**src/rtl/uart_hex_printer.sv**
```systemverilog
// Prints each queued 32-bit word as DIGITS uppercase hex characters to a byte-wide UART stream.
// Define UART_HEX_PRINTER_CRLF_EN to terminate every word with CR LF.
module uart_hex_printer #(
    parameter int DEPTH  = 4,
    parameter int DIGITS = 8
) (
    input  logic        clk,
    input  logic        resetn,
    input  logic [31:0] in_data,
    input  logic        in_valid,
    output logic        in_ready,
    output logic [7:0]  out_data,
    output logic        out_valid,
    input  logic        out_ready,
    output logic        busy
);

    localparam int AW = $clog2(DEPTH);

`ifdef UART_HEX_PRINTER_CRLF_EN
    typedef enum logic [1:0] {IDLE = 2'd0, DIGIT = 2'd1, CR = 2'd2, LF = 2'd3} state_t;
`else
    typedef enum logic [1:0] {IDLE = 2'd0, DIGIT = 2'd1} state_t;
`endif

    state_t      state;
    state_t      state_nxt;
    logic [31:0] mem [DEPTH];
    logic [AW:0] wr_ptr;
    logic [AW:0] rd_ptr;
    logic        empty;
    logic        full;
    logic        push;
    logic        pop;
    logic        accept;
    logic        last_char;
    logic        rst_done;
    logic [31:0] word_q;
    logic [2:0]  idx;
    logic [3:0]  nibble;

    // Handshakes: a transfer happens on a rising edge where valid && ready, on both sides.
    assign empty    = (wr_ptr == rd_ptr);
    assign full     = (wr_ptr[AW] != rd_ptr[AW]) && (wr_ptr[AW-1:0] == rd_ptr[AW-1:0]);
    assign in_ready = rst_done && !full;
    assign push     = in_valid && in_ready;
    assign accept   = out_valid && out_ready;
    assign busy     = (state != IDLE) || !empty;

`ifdef UART_HEX_PRINTER_CRLF_EN
    assign last_char = accept && (state == LF);
`else
    assign last_char = accept && (state == DIGIT) && (idx == 3'd0);
`endif

    // Popping straight out of the last character avoids a bubble between words.
    assign pop = !empty && ((state == IDLE) || last_char);

    always_ff @(posedge clk) begin
        if (push) begin
            mem[wr_ptr[AW-1:0]] <= in_data;
        end
    end

    always_ff @(posedge clk or negedge resetn) begin
        if (!resetn) begin
            wr_ptr   <= '0;
            rd_ptr   <= '0;
            rst_done <= 1'b0;
            word_q   <= '0;
            idx      <= '0;
        end else begin
            rst_done <= 1'b1;
            if (push) begin
                wr_ptr <= wr_ptr + 1'b1;
            end
            if (pop) begin
                rd_ptr <= rd_ptr + 1'b1;
                word_q <= mem[rd_ptr[AW-1:0]];
                idx    <= 3'(DIGITS - 1);
            end else if ((state == DIGIT) && accept && (idx != 3'd0)) begin
                idx <= idx - 3'd1;
            end
        end
    end

    always_ff @(posedge clk or negedge resetn) begin
        if (!resetn) begin
            state <= IDLE;
        end else begin
            state <= state_nxt;
        end
    end

    always_comb begin
        state_nxt = state;
        case (state)
            IDLE: begin
                if (!empty) state_nxt = DIGIT;
            end
            DIGIT: begin
                if (accept && (idx == 3'd0)) begin
`ifdef UART_HEX_PRINTER_CRLF_EN
                    state_nxt = CR;
`else
                    state_nxt = empty ? IDLE : DIGIT;
`endif
                end
            end
`ifdef UART_HEX_PRINTER_CRLF_EN
            CR: begin
                if (accept) state_nxt = LF;
            end
            LF: begin
                if (accept) state_nxt = empty ? IDLE : DIGIT;
            end
`endif
            default: state_nxt = IDLE;
        endcase
    end

    assign nibble = word_q[{idx, 2'b00} +: 4];

    always_comb begin
        out_valid = (state != IDLE);
        out_data  = 8'h00;
        case (state)
            DIGIT: out_data = (nibble < 4'd10) ? {4'h3, nibble} : (8'h37 + {4'h0, nibble});
`ifdef UART_HEX_PRINTER_CRLF_EN
            CR:    out_data = 8'h0D;
            LF:    out_data = 8'h0A;
`endif
            default: out_data = 8'h00;
        endcase
    end

endmodule

```
**config.mk**
```make
export PLATFORM = sky130hd
export DESIGN_NAME = uart_hex_printer
export DESIGN_NICKNAME = d
export VERILOG_FILES = /design/src/rtl/uart_hex_printer.sv
export SDC_FILE = /design/constraint.sdc
export NUM_CORES = 1
export LEC_CHECK = 0
export ABC_CLOCK_PERIOD_IN_PS = 3500
export CORE_ASPECT_RATIO = 0.8
export CORE_MARGIN = 5
export CORE_UTILIZATION = 45
export CTS_CLUSTER_DIAMETER = 100
export DETAILED_ROUTE_END_ITERATION = 10
export GPL_TIMING_DRIVEN = 0
export HOLD_SLACK_MARGIN = 0.15
export PLACE_DENSITY = 0.72
export SYNTH_ARGS = -nofsm -noshare
export SYNTH_HDL_FRONTEND = slang
export SYNTH_SLANG_ARGS = --single-unit
```
**constraint.sdc**
```tcl
create_clock -name clk -period 3.5 [get_ports clk]
set_input_delay 0.35 -clock clk [delete_from_list [all_inputs] [get_ports clk]]
set_output_delay 0.35 -clock clk [all_outputs]
set_load 0.005 [all_outputs]
```
After elaboration in Yosys (flattened, before gate mapping). Memory sizes are Yosys's and may differ from the RTL's. A register that Yosys moved wholly into a read port is not among the register bits. Index checks and enable logic that the tools add are counted.

Bits in registers: 12. Memory bits (writable): 128. Bits of input ports: 36. Output and inout bits: 11. Word-level logic and storage cells: 48. Memories: 1.

$add $sub $neg: 4. $lt $le $gt $ge: 1. Equality and inequality tests: 6. Shifts and indexed selects: 1. Muxes and demuxes: 10. Reductions and logical operators: 20.

Memories: mem (depth 4, bits a word 32, rd ports 1, clocked after Yosys merged registers in 1, wr ports 1, RTL line 28) `logic [31:0] mem [DEPTH];`.

Operators with widths (number): indexed part select 32 x 6 -> 4 bit (1); two-way mux 7 bit (2); logical AND 1 bit (9); adder 6 x 4 -> 7 bit (first input constant) (1); adder 3 x 1 -> 3 bit (second input constant) (2); two-way mux 3 bit (2); less-than comparator 4 bit (second input constant) (1); two-way mux 2 bit (2); one-hot mux 2 bit (2 select lines) (1); nonzero test 2 bit (2); == test 3 bit (1); logical NOT 1 bit (3); logical NOT 3 bit (1); two-way mux 1 bit (3); nonzero test 3 bit (1); subtractor 3 x 1 -> 3 bit (second input constant) (1); == test 2 x 1 -> 1 bit (second input constant) (1); == test 2 bit (1); logical NOT 2 bit (1); logical OR 1 bit (2); != test 2 x 1 -> 1 bit (second input constant) (1); != test 2 bit (second input constant) (1); AND reduction 2 bit (1); != test 1 bit (1).

Longest topological paths before layout.
Depth in word-level cells: 7. Gate-level depth with buffers: 9. Depth with buffers taken out: 6.

Worst setup path after synthesis. Ideal clock, no wire load.

Path type: register -> register. From: register rd_ptr[0]. To: memory mem[3][0] (enable). Setup time: 0.394 ns. Arrival: 1.949 ns. Required time: 3.106 ns. Slack: 1.157 ns. Cell stages (with the launch flop): 5. Path buffers: 1. Clock period less this slack: 2.343 ns. Path through: dfrtp_1 > buf_2 > xnor2_1 > a31oi_1 > and3_1.

Cells in the longest elaborated chain, start to end: 7.

Ends and longest elaborated chain: start, declared (RTL line 30) `logic [AW:0] rd_ptr;`; start signal, assigned (RTL line 78) `rd_ptr <= rd_ptr + 1'b1;`; == test 2 bit (RTL line 44) `assign full = (wr_ptr[AW] != rd_ptr[AW]) && (wr_ptr[AW-1:0] == rd_ptr[AW-1:0]);`; logical AND 1 bit (RTL line 44); logical NOT 1 bit (RTL line 45) `assign in_ready = rst_done && !full;`; logical AND 1 bit (RTL line 45); named net in_ready (RTL line 11) `output logic in_ready,`; logical AND 1 bit (RTL line 46) `assign push = in_valid && in_ready;`; two-way mux 1 bit (RTL line 60) `if (push) begin`; two-way mux 1 bit (implied by the code) (RTL line 61) `mem[wr_ptr[AW-1:0]] <= in_data;`; end, declared (RTL line 28).

The timed path passes the listed nets, and every way through them passes these cells.

Final worst setup path.
From: register idx[0]. To: output out_data[4].

Cells in the longest elaborated chain, start to end: 4. Elaborated cells between the ends (all ways): 5. Classes of those cells: add/sub: 1; order compare: 1; shift: 1; mux: 2.

Ends and longest elaborated chain: start, declared (RTL line 39) `logic [2:0] idx;`; start signal, assigned (RTL line 80) `idx <= 3'(DIGITS - 1);`; start signal, assigned (RTL line 82) `idx <= idx - 3'd1;`; indexed part select 32 x 6 -> 4 bit (*) (RTL line 122) `assign nibble = word_q[{idx, 2'b00} +: 4];`; adder 6 x 4 -> 7 bit / less-than comparator 4 bit (equally long branches) (RTL line 128) `DIGIT: out_data = (nibble < 4'd10) ? {4'h3, nibble} : (8'h37 + {4'h0, nibble});`; two-way mux 7 bit (*) (RTL line 128); two-way mux 7 bit (*) (RTL line 127) `case (state)`; end, declared (RTL line 12) `output logic [7:0] out_data,`.

Every way passes the cells marked *; elsewhere a longest branch is shown, timed or not.

==> metrics.cfg <==
[status]
status=finished clean

[routing]
drc=0
routed_wl_microns=12600
post_drt_wl_per_cell_microns=21.01
vias=3218
drt_iter0_markers=153
dr.pass1.iters=4
vias_per_cell=5.363
drtAntennaViolNets=0

[power]
seqPwrFrac_pct=40.2
pwr-share-clk_pct=25.4
power.density_nw_per_um2=860.1
fin_total_pwr_mw=7.026
pwr-share-comb_pct=34.4
leakage_nw=2.903
p_switching_mw=2.085
swShare_pct=29.67
cell_internal_pwr_mw=4.942
peakVddDrop_mv=0.3982

[sta]
worst_pin_slew_ns=0.7035
fmax_ghz=0.3006
clock-skew-final_ns=0.01229
finalCriticalPeriod_ns=3.327
slew_headroom_pct=53.10
tns_ns=0
rsz0062_at_grt=false
setup_viol_count_final=0
fin_crit_sh_pct=95.06
fin_ws_ns=0.1729
hold_viol=0
finalMaxSlewViolations=0

[critical_path]
timing.rr.start=rd_ptr[0]
r2r_cells=5
endpoint=out_data[4]
crit_slowest_cell=mux4_1
critPathKind=register to output port
critPathLaunch=idx[0]
reg2reg_slack_ns=1.19
arrival_ns=2.98
end_kind=output port
critPathLaunchType=register
reg2reg_to=mem[3][11]
cp.required_ns=3.15
path_cells=buf_6, mux4_1, mux2i_1, ha_1, o21ai_1, a21boi_1, clkdlybuf4s50_1
path_max_fanout=9
critical_path.max_stage_delay_ns=0.62

[flow_run]
cap_viol_max_count=0

[synth]
synth_area_sq_um=6805
async_flop_share_pct=25.15
syn_avg_cell_area_sq_um=20.68
yosys.area.top_type=edfxtp_1
ys_ff_latch=171
synth_top_area_share_pct=56.48
yosys_warnings=0
synth_cells=329
synth-edff-count=128
synth_fp_nets=373
netlist_top_cells_area=edfxtp_1, dfrtp_1, mux4_2
synth_cell_types=36
synth-seq-area-share_pct=72.29
synthFlopType=edfxtp_1

[final_layout]
area_growth_pct=20.04
diodes=0
drive_gt1_share_pct=30.41
nets=442
design_area_sq_um=8169

[clocking]
numCtsBuffers=17
clock_path_buffers=2
path_clk_slew_ns=0.06
ctsHtreeMaxLevel=4
clock_latency_ns=0.42
cts_tree=done
cts-root-buf=clkbuf_16
cts_sinks=171

[die]
rows=40
die_area_sq_um=17700
io_pins=47
die_h_microns=120.0
start_util_pct=45.63
die_w_microns=147.5
core-area_sq_um=14910

[placed_design]
post-place-ws_ns=0.4884
dp_hpwl_microns=8488
portBuffers=45
dpl_cell_area_sq_um=7600
routabilityCongestion=0.7306

[global_route]
grt_overflow=0
grt_pass1_wl_microns=20300
grt_max_degree=34
first_global_vias=3581
grt_antenna_before_repair=0
track_usage_pct=15.49

[worst_hold_path]
hold_path_class=input port to async pin

worst max-delay path, delay by kind of cell, from the launching register on:
family,cells,cell delay (ns)
AO/OA/AOI/OAI,2,0.29
flip-flops,1,0.35
buffers and inverters,2,0.72
adder cells (fa/ha/maj),1,0.26
multiplexers,2,0.93
state kept, by name, summed over array words and instances (netlist names):
signal / flops
rd_ptr: 3
state: 1
rst_done: 1
mem: 128
idx: 3
word_q: 32
wr_ptr: 3
synth_stat cells, types with 2 or more instances:
cell type	instances
and3_1	6
dfrtp_1	43
edfxtp_1	128
a21oi_1	2
xor2_1	4
clkbuf_1	5
ha_1	8
mux2_2	34
mux2i_1	3
nand2_1	8
buf_2	7
mux4_2	38
xnor2_1	6
nor2b_1	2
nand2b_1	5
nor2_1	2
buf_4	3
mux4_1	2
conb_1	2
inv_1	5
layout make-up:
| cell class | instances | area (sq um) |
|---|---|---|
| Fill cell | 1179 | 6745 |
| Sequential cell | 171 | 4920 |
| Tap cell | 189 | 236.5 |
| Inverter | 5 | 18.77 |
| Multi-Input combinational cell | 136 | 1779 |
| Buffer | 16 | 88.84 |
| Clock buffer | 18 | 429.2 |
| Clock inverter | 14 | 133.9 |
| Timing Repair Buffer | 51 | 563.0 |
kinds of logic after synthesis:
kind of cell | count (synthesis) | share of synthesized area (%)
muxes | 80 | 20.17
AOI/OAI and AO/OA | 9 | 0.8642
other | 2 | 0.1104
and+or+nand+nor | 27 | 2.170
buffers and inverters | 22 | 1.636
xor gates and xnor gates | 10 | 1.287
DFF | 171 | 72.29
adders and majority gates | 8 | 1.471
metrics by stage:
step | util [%] | instances | hold slack [ns]
after global routing | 54.77 | 600 | 0.3543
after global placement | 50.23 | 563 | 0.4849
after CTS | 54.80 | 601 | 0.3461
after floorplan | - | 329 | 0.05441
final | 54.77 | 600 | 0.3434
after detailed placement | 50.96 | 568 | 0.2576
layer usage:
metal | GRT usage (%) | wire length (microns) | vias up
met5 | 0 | 0 | -
met1 | 21.33 | 5715 | 1697
li1 | - | - | 1446
met4 | 4.715 | 139 | 0
met2 | 24.74 | 6257 | 65
met3 | 3.737 | 492 | 10
cell usage in the layout (no fill, tap or decap), drive strengths merged, types with 4 or more instances in the layout:
cell type        n
and3             6
buf             17
clkbuf          23
clkdlybuf4s50   44
clkinv           6
dfrtp           43
edfxtp         128
ha               8
inv             12
mux2            35
mux2i            5
mux4            40
nand2            8
nand2b           5
xnor2            6
xor2             4
power groups by stage:
stage          Combinational [mW]  Sequential [mW]  Clock, mW
6_report                     2.41             2.83       1.78
5_1_grt                      2.65             2.87       1.90
4_1_cts                      2.49             2.81       1.82
3_5_place_dp                 2.48             2.85          0
3_3_place_gp                 2.35             2.83          0
2_1_floorplan                1.67             2.78          0
worst min path at each step:
stage | from | end | slack [ns] | cells past startpoint
2_1_floorplan | resetn | idx[0] | 0.05 | 0
3_3_place_gp | word_q[6] | word_q[6] | 0.48 | 1
3_5_place_dp | resetn | idx[2] | 0.26 | 1
4_1_cts | resetn | wr_ptr[2] | 0.35 | 2
5_1_grt | resetn | word_q[13] | 0.35 | 2
6_report | resetn | rst_done | 0.34 | 2
repair_timing:
action                                  in CTS  in global routing
gates resized for setup                      0                  0
endpoints found under the hold margin       43                  0
endpoints found under the setup margin       0                  5
buffers inserted                             0                  0
hold buffers                                 1                  0
Power figures use the tool's default switching activity.
